<file path="src/rtl/tblink_rpc_pkg.sv">
// Shared types for the tblink RPC command initiator: FSM state encoding and
// packet header layout.
package tblink_rpc_pkg;

    typedef enum logic [3:0] {
        CO_IDLE,
        CO_TX_DST,
        CO_TX_SZ,
        CO_TX_CMD,
        CO_TX_PARAM,
        CO_RX_ADR,
        CO_RX_SZ,
        CO_RX_DATA,
        CO_DONE
    } cmdout_state_e;

    // Byte offsets of the fixed header fields within a request packet
    localparam logic [1:0] HDR_ADDR = 2'd0;
    localparam logic [1:0] HDR_SZ   = 2'd1;
    localparam logic [1:0] HDR_CMD  = 2'd2;

    function automatic logic [7:0] hdr_byte(
        input logic [1:0] off,
        input logic [7:0] addr,
        input logic [7:0] sz,
        input logic [7:0] cmd
    );
        logic [7:0] b;
        case (off)
            HDR_ADDR: b = addr;
            HDR_SZ:   b = sz;
            HDR_CMD:  b = cmd;
            default:  b = 8'h00;
        endcase
        return b;
    endfunction

endpackage

</file>
<file path="src/rtl/tblink_rpc_cmdout.sv">
// Outbound command initiator: serializes one latched command as a request
// packet on tx, then parses the response packet on rx and hands it back.
module tblink_rpc_cmdout
    import tblink_rpc_pkg::*;
#(
    parameter int DST_ADDR      = 1,
    parameter int CMD_PARAMS_SZ = 4,
    parameter int CMD_RSP_SZ    = 1
) (
    input  logic                       clock,
    input  logic                       reset,
    input  logic [7:0]                 cmd_out,
    input  logic [7:0]                 cmd_out_sz,
    input  logic [8*CMD_PARAMS_SZ-1:0] cmd_out_params,
    input  logic                       cmd_out_put_i,
    output logic                       cmd_out_get_i,
    output logic [8*CMD_RSP_SZ-1:0]    cmd_out_rsp,
    output logic [7:0]                 cmd_out_rsp_sz,
    output logic [7:0]                 tx_dat,
    output logic                       tx_valid,
    input  logic                       tx_ready,
    input  logic [7:0]                 rx_dat,
    input  logic                       rx_valid,
    output logic                       rx_ready
);

    localparam int         PIDX_W   = (CMD_PARAMS_SZ > 1) ? $clog2(CMD_PARAMS_SZ) : 1;
    localparam logic [7:0] PS_BYTES = 8'(CMD_PARAMS_SZ);
    localparam logic [7:0] DST_BYTE = 8'(DST_ADDR);

    cmdout_state_e               state_q, state_d;
    logic [7:0]                  cmd_q, cmd_d;
    logic [7:0]                  n_q, n_d;
    logic [8*CMD_PARAMS_SZ-1:0]  params_q, params_d;
    logic [7:0]                  idx_q, idx_d;
    logic [7:0]                  m_q, m_d;
    logic [8*CMD_RSP_SZ-1:0]     rsp_q, rsp_d;
    logic [7:0]                  rsp_sz_q, rsp_sz_d;
    logic                        get_q, get_d;

    logic                        tx_fire;
    logic                        rx_fire;
    logic                        pending;
    logic [PIDX_W-1:0]           pidx;
    logic [7:0]                  param_byte;

    assign tx_valid = (state_q == CO_TX_DST) || (state_q == CO_TX_SZ) ||
                      (state_q == CO_TX_CMD) || (state_q == CO_TX_PARAM);
    assign rx_ready = (state_q == CO_RX_ADR) || (state_q == CO_RX_SZ) ||
                      (state_q == CO_RX_DATA);

    assign tx_fire = tx_valid && tx_ready;
    assign rx_fire = rx_valid && rx_ready;
    assign pending = (cmd_out_put_i != get_q);

    // Param index never reaches n_q, and n_q <= CMD_PARAMS_SZ, so the narrowed index is exact
    assign pidx       = idx_q[PIDX_W-1:0];
    assign param_byte = params_q[{pidx, 3'b000} +: 8];

    always_comb begin
        tx_dat = 8'h00;
        case (state_q)
            CO_TX_DST:   tx_dat = hdr_byte(HDR_ADDR, DST_BYTE, n_q + 8'd1, cmd_q);
            CO_TX_SZ:    tx_dat = hdr_byte(HDR_SZ,   DST_BYTE, n_q + 8'd1, cmd_q);
            CO_TX_CMD:   tx_dat = hdr_byte(HDR_CMD,  DST_BYTE, n_q + 8'd1, cmd_q);
            CO_TX_PARAM: tx_dat = param_byte;
            default:     tx_dat = 8'h00;
        endcase
    end

    always_comb begin
        state_d  = state_q;
        cmd_d    = cmd_q;
        n_d      = n_q;
        params_d = params_q;
        idx_d    = idx_q;
        m_d      = m_q;
        rsp_d    = rsp_q;
        rsp_sz_d = rsp_sz_q;
        get_d    = get_q;

        case (state_q)
            CO_IDLE: begin
                if (pending) begin
                    cmd_d    = cmd_out;
                    n_d      = (cmd_out_sz > PS_BYTES) ? PS_BYTES : cmd_out_sz;
                    params_d = cmd_out_params;
                    idx_d    = 8'd0;
                    state_d  = CO_TX_DST;
                end
            end
            CO_TX_DST: begin
                if (tx_fire) state_d = CO_TX_SZ;
            end
            CO_TX_SZ: begin
                if (tx_fire) state_d = CO_TX_CMD;
            end
            CO_TX_CMD: begin
                if (tx_fire) begin
                    idx_d   = 8'd0;
                    state_d = (n_q == 8'd0) ? CO_RX_ADR : CO_TX_PARAM;
                end
            end
            CO_TX_PARAM: begin
                if (tx_fire) begin
                    if (idx_q == n_q - 8'd1) begin
                        state_d = CO_RX_ADR;
                    end else begin
                        idx_d = idx_q + 8'd1;
                    end
                end
            end
            CO_RX_ADR: begin
                if (rx_fire) state_d = CO_RX_SZ;
            end
            CO_RX_SZ: begin
                if (rx_fire) begin
                    m_d      = rx_dat;
                    rsp_sz_d = rx_dat;
                    rsp_d    = '0;
                    idx_d    = 8'd0;
                    state_d  = (rx_dat == 8'd0) ? CO_DONE : CO_RX_DATA;
                end
            end
            CO_RX_DATA: begin
                if (rx_fire) begin
                    // Bytes past the capture window are still consumed, just not stored
                    for (int k = 0; k < CMD_RSP_SZ; k++) begin
                        if (idx_q == 8'(k)) rsp_d[8*k +: 8] = rx_dat;
                    end
                    if (idx_q == m_q - 8'd1) begin
                        state_d = CO_DONE;
                    end else begin
                        idx_d = idx_q + 8'd1;
                    end
                end
            end
            CO_DONE: begin
                get_d   = ~get_q;
                state_d = CO_IDLE;
            end
            default: state_d = CO_IDLE;
        endcase
    end

    always_ff @(posedge clock or posedge reset) begin
        if (reset) begin
            state_q  <= CO_IDLE;
            cmd_q    <= 8'h00;
            n_q      <= 8'h00;
            params_q <= '0;
            idx_q    <= 8'h00;
            m_q      <= 8'h00;
            rsp_q    <= '0;
            rsp_sz_q <= 8'h00;
            get_q    <= 1'b0;
        end else begin
            state_q  <= state_d;
            cmd_q    <= cmd_d;
            n_q      <= n_d;
            params_q <= params_d;
            idx_q    <= idx_d;
            m_q      <= m_d;
            rsp_q    <= rsp_d;
            rsp_sz_q <= rsp_sz_d;
            get_q    <= get_d;
        end
    end

    assign cmd_out_get_i  = get_q;
    assign cmd_out_rsp    = rsp_q;
    assign cmd_out_rsp_sz = rsp_sz_q;

endmodule

</file>
<file path="config.mk">
export PLATFORM = sky130hd
export DESIGN_NAME = tblink_rpc_cmdout
export DESIGN_NICKNAME = d
export VERILOG_FILES = /design/src/rtl/tblink_rpc_pkg.sv /design/src/rtl/tblink_rpc_cmdout.sv
export SDC_FILE = /design/constraint.sdc
export NUM_CORES = 1
export LEC_CHECK = 0
export ABC_AREA = 1
export ABC_CLOCK_PERIOD_IN_PS = 3200
export BUFFER_PORTS_ARGS = -buffer_cell sky130_fd_sc_hd__buf_2
export CORE_ASPECT_RATIO = 0.6
export CORE_MARGIN = 1.5
export CORE_UTILIZATION = 55
export DETAILED_ROUTE_END_ITERATION = 16
export GPL_ROUTABILITY_DRIVEN = 1
export HOLD_SLACK_MARGIN = 0.06
export PLACE_DENSITY = 0.82
export SYNTH_ARGS = -nofsm -noshare
export SYNTH_HDL_FRONTEND = slang
export SYNTH_SLANG_ARGS = --single-unit
</file>
<file path="constraint.sdc">
create_clock -name clock -period 3.2 [get_ports clock]
set_input_delay 0.64 -clock clock [delete_from_list [all_inputs] [get_ports clock]]
set_output_delay 0.64 -clock clock [all_outputs]
set_load 0.02 [all_outputs]
</file>
==> results.cfg, run 1 <==
[status]
outcome = completed

[power_and_ir_drop]
swShare = 0.452
p_int_w = 0.00250
power_density_nw_per_um2 = 853
power_frac_comb = 0.446
p_sw_w = 0.00206
peakVddDrop_v = 0.000829
pwr-share-clk = 0.208
p_seq_frac = 0.346
p_leak_nw = 2.91

[synth]
synth_ff_type = dfrtp_1
synth_warnings = 0
netlist_top_cells_area = dfrtp_1 (42%), nand2_1 (19%), nand3_1 (5.9%)
yosysUniqueCellTypes = 41
synthArstFlopShare = 1.00
synth-edff-count = 0
synth_top_area_cell = dfrtp_1
ys_ff_latch = 77
synth.avg_cell_area_um2 = 7.17
yosysSeqAreaShare = 0.423
netlist_area_um2 = 4560
synth_nets = 702
syn_inst = 635
synth_top_area_frac = 0.423

[worst_setup_path]
end_kind = output port
crit_chain = nor2_1, inv_2, nor3_2, buf_4, inv_1, nor3b_1, a221o_1, buf_2
cpMaxStageDelayCell = dfrtp_1
critPathKind = register to output port
worstRegToRegCells = 8
worst-path-stages = 8
path_delay_family = simple AND/OR/NAND/NOR gates
start_kind = register
cp_max_fo = 7
cpPeakStageDelay_ns = 0.41
worstPathArrival_ns = 2.13
crit_buf_inv = 4
required_ns = 2.56

[cts]
clk_pin_slew_ns = 0.06
clockBufferDepth = 2
cts_buffers = 9
cts_tree = done
post-cts-setup-buffer-count = 0
cts_root_buffer = clkbuf_16
postCtsResizedCells = 0
cts_htree_levels = 3
clk_latency_ns = 0.34
cts_sinks = 77
postCtsHoldBufs = 0

[timing]
min_period_ns = 2.77
timing.hold.ws_ns = 0.402
fin_skew_ns = 0.00858
hold_viol_final = 0
worst_slew_pin_slew_ns = 0.859
slew_headroom = 0.425
rsz0062_at_grt = no
tns_ns = 0
fin_crit_sh = 0.866
finalSetupViolCount = 0
finalMaxSlewViolations = 0
fmax_ghz = 0.361

[floorplan]
fp-row-count = 25
dieWidth_um = 120
dieArea_um2 = 8860
core_area_um2 = 7950
ios = 88
initial_core_util = 0.573
die_y_um = 73.5

[place]
dpl.hpwl_um = 9450
place.gp.congestion = 0.917
io_buffers = 87

[route]
drt-vias-per-instance = 5.52
drt_first_pass_iters = 5
drt-initial-drc-count = 385
vias = 4580
finalWirelength_um = 12600
wire_per_inst_um = 15.2
detail_route.drc_violations = 0
drt.antenna.violating_nets = 0

[layout]
syn2layout_area_growth_pct = 17.4
nets = 784
diodes = 0
layout-drive-gt1-share = 0.184

[run]
cap_viol_max_count = 0

[grt]
grt_pass1_wl_um = 20300
first_global_vias = 4036
grt_max_degree = 57
grt.overflow.total = 0
track_usage = 0.300
antenna_found_initial = 0

[worst_hold_path]
hold_path_class = primary input to async pin
[state kept, by name, summed over array words and instances (netlist names)]
signal,flops
cmd_out_rsp,8
n_q,8
idx_q,8
cmd_out_get_i,1
params_q,32
cmd_q,8
cmd_out_rsp_sz,8
state_q,4
[path summary, 6_finish.rpt]
check | start | slack [ns] | to
worst max-delay path | state_q[2] | 0.43 | tx_dat[4]
worst min-delay path | reset | 0.40 | cmd_q[5]
worst max register to register | idx_q[1] | 0.69 | cmd_out_rsp[6]
worst min register to register | params_q[3] | 0.48 | params_q[3]
max in group asynchronous | reset | 2.10 | cmd_out_rsp[5]
min in group clock | params_q[3] | 0.48 | params_q[3]
[layer usage]
layer  global-route usage  vias to the layer above  share of wire
li1                     -                     2206              -
met1                0.440                     2120           0.46
met2                0.415                      233           0.42
met3                0.104                       21           0.11
met4               0.0928                        0          0.016
met5                    0                        -              0
[per-stage QoR]
stage | utilization | power, W | instance area (um2) | setup WS (ns) | instances
6_report | 0.673 | 0.00456 | 5350 | 0.428 | 830
5_1_grt | 0.673 | 0.00487 | 5350 | 0.292 | 830
4_1_cts | 0.673 | 0.00453 | 5350 | 0.450 | 830
3_5_place_dp | 0.639 | 0.00357 | 5070 | 0.812 | 814
3_3_place_gp | 0.639 | 0.00349 | 5070 | 0.902 | 814
2_1_floorplan | - | 0.00298 | 4560 | 0.593 | 635
[placed cells by master, fill, tap and decap left out, types with 3 or more instances in the layout]
cell type    n
clkbuf_16    9
nor4_1       4
nor3_1       7
o211ai_1     3
nor2_2       5
inv_2        5
buf_2       87
buf_4        4
nand2_1    234
dfrtp_1     77
nand4_1     13
nor2_1      61
o22ai_1      6
nand3_1     54
xnor2_1      3
o221ai_1     3
inv_1       58
ha_1         6
o21ai_0     25
a21oi_1     15
nor3_2       3
xor2_1       9
[cell usage after synthesis (5+ instances only)]
library cell	instances
nor3_1	7
nor2_2	5
o21ai_0	25
clkbuf_1	9
xor2_1	9
nand3_1	54
inv_1	59
o22ai_1	6
ha_1	6
nor2_1	61
nand2_1	234
nand4_1	13
dfrtp_1	77
a21oi_1	15
buf_2	9
[power by group through the flow]
stage,clock (W),sequential [W],combinational (W)
after floorplan,0,0.00156,0.00142
after global placement,0,0.00157,0.00192
after detailed placement,0,0.00158,0.00199
after CTS,0.000958,0.00156,0.00201
after global routing,0.000998,0.00161,0.00226
final,0.000951,0.00158,0.00203
[worst register-to-register path, cell delays in order (launching register included)]
cell and delay, ns:
dfrtp_1 0.50, inv_1 0.38, ha_1 0.24, nand4_1 0.09, nor4_1 0.27, nand3_1 0.35
nand2_1 0.32, nand3_1 0.16, nand2_1 0.13
[cell type report]
class,instances,area (um2)
fill,692,2600
multi-input combinational,474,2290
sequential,77,1930
timing repair buffer,92,485
inverter,63,236
clock buffer,10,229
tap,108,135
clock inverter,6,46.3
[logic make-up (layout without fill, tap and decap cells)]
group | Yosys count | count (layout) | synth area share
xor gates and xnor gates | 12 | 12 | 0.0231
adders and majority gates | 6 | 6 | 0.0165
DFF | 77 | 77 | 0.423
and+or+nand+nor | 394 | 394 | 0.382
muxes | 2 | 2 | 0.00494
buffers and inverters | 84 | 171 | 0.0744
AOI/OAI and AO/OA | 60 | 60 | 0.0761
No activity file was read; power rests on OpenSTA's default activity.
==> run 2, diff against run 1 <==
--- a/config.mk
+++ b/config.mk
@@ -5,7 +5,6 @@
 export SDC_FILE = /design/constraint.sdc
 export NUM_CORES = 1
 export LEC_CHECK = 0
-export ABC_AREA = 1
 export ABC_CLOCK_PERIOD_IN_PS = 3200
 export BUFFER_PORTS_ARGS = -buffer_cell sky130_fd_sc_hd__buf_2
 export CORE_ASPECT_RATIO = 0.6
@@ -14,7 +13,7 @@
 export DETAILED_ROUTE_END_ITERATION = 16
 export GPL_ROUTABILITY_DRIVEN = 1
 export HOLD_SLACK_MARGIN = 0.06
-export PLACE_DENSITY = 0.82
+export PLACE_DENSITY = 0.83
 export SYNTH_ARGS = -nofsm -noshare
 export SYNTH_HDL_FRONTEND = slang
 export SYNTH_SLANG_ARGS = --single-unit
==> results.cfg, run 2 <==
[cts]
postCtsResizedCells = 0
cts_tree = done
clk_latency_ns = 0.34
clk_pin_slew_ns = 0.06
cts_buffers = 9
cts_htree_levels = 3
cts_root_buffer = clkbuf_16
postCtsHoldBufs = 0
clockBufferDepth = 2
cts_sinks = 77
post-cts-setup-buffer-count = 0

[floorplan]
dieArea_um2 = 8170
dieWidth_um = 116
fp-row-count = 24
initial_core_util = 0.572
die_y_um = 70.6
core_area_um2 = 7330
ios = 88

[place]
place.gp.congestion = 0.879
dpl.cell_count = 571
dpl.hpwl_um = 7300
dp_slack_ns = 0.277
io_buffers = 87

[synth]
synth_top_area_frac = 0.460
synth_fa_ha_area_frac = 0.0179
synth-xor-area-share = 0.0544
synthArstFlopShare = 1.00
ys_ff_latch = 77
synth_warnings = 0
yosysMostFrequentCell = dfrtp_1
synth.avg_cell_area_um2 = 10.6
netlist_area_um2 = 4190
synth-edff-count = 0
muxShareOfSynthArea = 0.172
synth_top_area_cell = dfrtp_1
yosys-top-cells-count = dfrtp_1 (77), mux2_2 (48), nand2_1 (27), o21ai_0 (27), inv_1 (25)
synth_top_family_by_area = multiplexers
yosysSeqAreaShare = 0.460
synthSimpleGateAreaFrac = 0.140
synth_compound_gate_area_share = 0.110
syn_inst = 397
yosysUniqueCellTypes = 50
synth_nets = 464
netlist_top_cells_area = dfrtp_1 (46%), mux2_2 (13%), mux4_2 (4.3%)
synth_ff_type = dfrtp_1

[power_and_ir_drop]
power_density_nw_per_um2 = 985
peakVddDrop_v = 0.000536
p_leak_nw = 2.28

[route]
vias = 3412
drt.antenna.violating_nets = 0
drt-initial-drc-count = 298
drt_first_pass_iters = 4
wire_per_inst_um = 17.3
drt-vias-per-instance = 5.81
finalWirelength_um = 10200
detail_route.drc_violations = 0

[timing]
min_period_ns = 2.97
timing.hold.ws_ns = 0.504
setup_ws_ns = 0.229
fin_skew_ns = 0.00874
fin_crit_sh = 0.928
finalSetupViolCount = 0
tns_ns = 0
rsz0062_at_grt = no
fmax_ghz = 0.337
finalMaxSlewViolations = 0
hold_viol_final = 0
worst_slew_pin_slew_ns = 0.965
slew_headroom = 0.357

[layout]
fin_util = 0.691
nets = 545
layout_commonest_cell = buf_2
syn2layout_area_growth_pct = 20.8
diodes = 0
largest_reg_flops = 32
layout-drive-gt1-share = 0.360
top_register = params_q
final_cell_mix = buf_2 (87), dfrtp_1 (77), mux2_2 (48)
stdcell_count = 587

[worst_setup_path]
cp_max_fo = 14
critPathKind = register to register
path_delay_family = simple AND/OR/NAND/NOR gates
crit_chain = inv_1, ha_1, or3b_1, o31a_1, o2111ai_1, a2111oi_1, or3_4, or4_1, a21oi_1
end_kind = register
cpPeakStageDelay_ns = 0.54
cpMaxStageDelayCell = or4_1
crit_buf_inv = 1
start_kind = register
required_ns = 3.46
worstPathArrival_ns = 3.23

[grt]
grt_pass1_wl_um = 16500
antenna_found_initial = 0
grt_max_degree = 78
grt.overflow.total = 0
first_global_vias = 3261
track_usage = 0.267

[run]
cap_viol_max_count = 0

[status]
outcome = completed

[worst_hold_path]
hold_path_class = register to register
[run 2: power breakdown]
group	total, W	internal, W	switching (W)
sequential	0.00177	0.00138	0.000387
clock	0.00111	0.000693	0.000421
combinational	0.00210	0.000974	0.00113
[run 2: cell families (layout without fill, tap and decap cells)]
group                    Yosys count  in the layout
AO/OA/AOI/OAI                     70             70
XOR/XNOR                          26             26
adder cells (fa/ha/maj)            6              6
buffers and inverters             50            136
flip-flops                        77             77
multiplexers                      56             56
AND/OR/NAND/NOR                  112            112
[run 2: layer usage]
layer	up-vias	GRT usage	share of wire	routed length [um]
met5	-	0	0	0
met4	0	0.0637	0.011	108
met3	10	0.0643	0.077	779
met2	133	0.408	0.46	4690
met1	1676	0.391	0.45	4600
li1	1593	-	-	-
[run 2: final timing paths]
kind | start | endpoint | slack [ns] | cells after the start
setup / recovery | cmd_out_rsp_sz[0] | idx_q[6] | 0.23 | 9
setup reg to reg | cmd_out_rsp_sz[0] | idx_q[6] | 0.23 | 9
hold reg to reg | params_q[1] | params_q[1] | 0.50 | 1
hold / removal | params_q[1] | params_q[1] | 0.50 | 1
max in group asynchronous | reset | params_q[8] | 1.98 | 3
min in group asynchronous | reset | cmd_out_rsp[1] | 0.57 | 3
[run 2: cell type report]
| cell class | count | area, um2 |
|---|---|---|
| Clock buffer | 9 | 225 |
| Sequential cell | 77 | 1930 |
| Fill cell | 526 | 2260 |
| Tap cell | 104 | 130 |
| Inverter | 25 | 93.8 |
| Timing Repair Buffer | 95 | 508 |
| Clock inverter | 7 | 105 |
| Multi-Input combinational cell | 270 | 2070 |
[run 2: through the flow]
step	power, W	cell area [um2]
finish	0.00498	5060
global route	0.00526	5060
CTS	0.00498	5060
detailed placement	0.00383	4730
global placement	0.00372	4730
floorplan	0.00321	4190
[run 2: worst reg2reg max path: stages, from the launching register on]
cell and delay [ns]:
dfrtp_1 0.43, inv_1 0.08, ha_1 0.20, or3b_1 0.41
o31a_1 0.26, o2111ai_1 0.26, a2111oi_1 0.11, or3_4 0.41
or4_1 0.54, a21oi_1 0.18
==> run 3, diff against run 2 <==
--- a/config.mk
+++ b/config.mk
@@ -7,13 +7,15 @@
 export LEC_CHECK = 0
 export ABC_CLOCK_PERIOD_IN_PS = 3200
 export BUFFER_PORTS_ARGS = -buffer_cell sky130_fd_sc_hd__buf_2
+export CELL_PAD_IN_SITES_DETAIL_PLACEMENT = 0
+export CELL_PAD_IN_SITES_GLOBAL_PLACEMENT = 1
 export CORE_ASPECT_RATIO = 0.6
 export CORE_MARGIN = 1.5
-export CORE_UTILIZATION = 55
+export CORE_UTILIZATION = 43
 export DETAILED_ROUTE_END_ITERATION = 16
 export GPL_ROUTABILITY_DRIVEN = 1
 export HOLD_SLACK_MARGIN = 0.06
-export PLACE_DENSITY = 0.83
+export PLACE_DENSITY = 0.84
 export SYNTH_ARGS = -nofsm -noshare
 export SYNTH_HDL_FRONTEND = slang
 export SYNTH_SLANG_ARGS = --single-unit
==> results.cfg, run 3 (synthesized netlist as in run 2, its figures left out) <==
[status]
outcome = completed

[grt]
grt_pass1_wl_um = 16800
antenna_found_initial = 0
track_usage = 0.215
grt.overflow.total = 0
grt_max_degree = 78
first_global_vias = 3314

[cts]
cts_buffers = 9
post-cts-setup-buffer-count = 0
clockBufferDepth = 2
cts_htree_levels = 3
clk_latency_ns = 0.35
cts_root_buffer = clkbuf_16
clk_pin_slew_ns = 0.07
cts_sinks = 77
postCtsResizedCells = 0
cts_tree = done
postCtsHoldBufs = 0

[power_and_ir_drop]
power_density_nw_per_um2 = 957
swShare = 0.401
power_frac_comb = 0.432
p_int_w = 0.00290
p_sw_w = 0.00194
p_leak_nw = 2.27
peakVddDrop_v = 0.000517
pwr-share-clk = 0.206
p_seq_frac = 0.362

[layout]
diodes = 0
fin_util = 0.543
layout-drive-gt1-share = 0.360
fin_area_um2 = 5070
final_cell_mix = buf_2 (87), dfrtp_1 (77), mux2_2 (48)
layout_commonest_cell = buf_2
syn2layout_area_growth_pct = 21.0
largest_reg_flops = 32
nets = 545
top_register = params_q
stdcell_count = 613

[place]
io_buffers = 87
placed_cell_area_um2 = 4780
dpl.hpwl_um = 7600
dpl.cell_count = 597
place.gp.congestion = 0.809
dp_slack_ns = 0.290

[floorplan]
initial_core_util = 0.449
core_area_um2 = 9320
dieWidth_um = 130
dieArea_um2 = 10400
die_y_um = 79.5
ios = 88
fp-row-count = 27

[worst_setup_path]
cp_max_fo = 14
end_kind = register
worstRegToRegCells = 9
regToRegEndpoint = idx_q[7]
r2r_setup_slack_ns = 0.28
critPathKind = register to register
start_kind = register
reg2reg_from = cmd_out_rsp_sz[0]
worstPathArrival_ns = 3.19
required_ns = 3.47

[worst_hold_path]
hold_path_class = primary input to async pin

[route]
top_layer_used = met4
vias = 3331
wire_per_inst_um = 16.8
drt.antenna.violating_nets = 0
met3_length_um = 705
wl_met1_um = 5080
drt_first_pass_iters = 4
detail_route.drc_violations = 0
drt-vias-per-instance = 5.43
finalWirelength_um = 10300
drt-initial-drc-count = 211
dr_wl_met2_um = 4380

[timing]
setup_ws_ns = 0.280
worst_slew_pin_slew_ns = 0.993
finalMaxSlewViolations = 0
fmax_ghz = 0.342
hold_viol_final = 0
finalSetupViolCount = 0
tns_ns = 0
slew_headroom = 0.338
rsz0062_at_grt = no
min_period_ns = 2.92
fin_crit_sh = 0.913
fin_skew_ns = 0.00722

[run]
cap_viol_max_count = 0
run 3: cell count changes in the layout (fill, tap and decap cells not counted):
cell       previous run  this run
clkinv_4              2         1
buf_4                 7         6
inv_6                 1         3
inv_8                 1         2
buf_12                1         2
bufinv_16             2         0
run 3: how the worst max path moves through the flow:
| stage | to | cells after the start | start | slack, ns |
|---|---|---|---|---|
| floorplan | idx_q[6] | 9 | cmd_out_rsp_sz[0] | 0.47 |
| global placement | idx_q[6] | 9 | cmd_out_rsp_sz[0] | 0.43 |
| detailed placement | idx_q[7] | 9 | cmd_out_rsp_sz[0] | 0.29 |
| CTS | tx_dat[6] | 4 | idx_q[0] | 0.27 |
| global route | tx_dat[6] | 4 | idx_q[0] | 0.09 |
| finish | idx_q[7] | 9 | cmd_out_rsp_sz[0] | 0.28 |
run 3: stage by stage:
| step | power (W) | hold WS, ns |
|---|---|---|
| 2_1_floorplan | 0.00321 | 0.474 |
| 3_3_place_gp | 0.00377 | 0.483 |
| 3_5_place_dp | 0.00386 | 0.489 |
| 4_1_cts | 0.00487 | 0.395 |
| 5_1_grt | 0.00516 | 0.426 |
| 6_report | 0.00485 | 0.363 |
run 3: worst max-delay path, stage by stage, from the launching register on:
cell and delay, ns:
dfrtp_1 0.43, inv_1 0.08, ha_1 0.20, or3b_1 0.40, o31a_1 0.25, o2111ai_1 0.25, a2111oi_1 0.12, or3_4 0.42
or4_1 0.52, a21oi_1 0.16
run 3: layout make-up:
type	count	area (um2)
fillers	852	4260
multi-input cells	270	2070
flip-flops and latches	77	1930
repair buffers	95	520
clock buffers	9	225
well taps	130	163
inverters	25	93.8
clock inverters	7	65.1
run 3: routing by layer:
metal | vias up | global-route usage
met5 | - | 0
met4 | 0 | 0.0615
met3 | 12 | 0.0590
met2 | 98 | 0.307
met1 | 1624 | 0.319
li1 | 1597 | -
run 3: power by group through the flow:
| stage | sequential, W | clock [W] | combinational [W] |
|---|---|---|---|
| 6_report | 0.00176 | 0.000999 | 0.00209 |
| 5_1_grt | 0.00181 | 0.00106 | 0.00229 |
| 4_1_cts | 0.00175 | 0.00102 | 0.00210 |
| 3_5_place_dp | 0.00177 | 0 | 0.00209 |
| 3_3_place_gp | 0.00174 | 0 | 0.00203 |
| 2_1_floorplan | 0.00173 | 0 | 0.00148 |
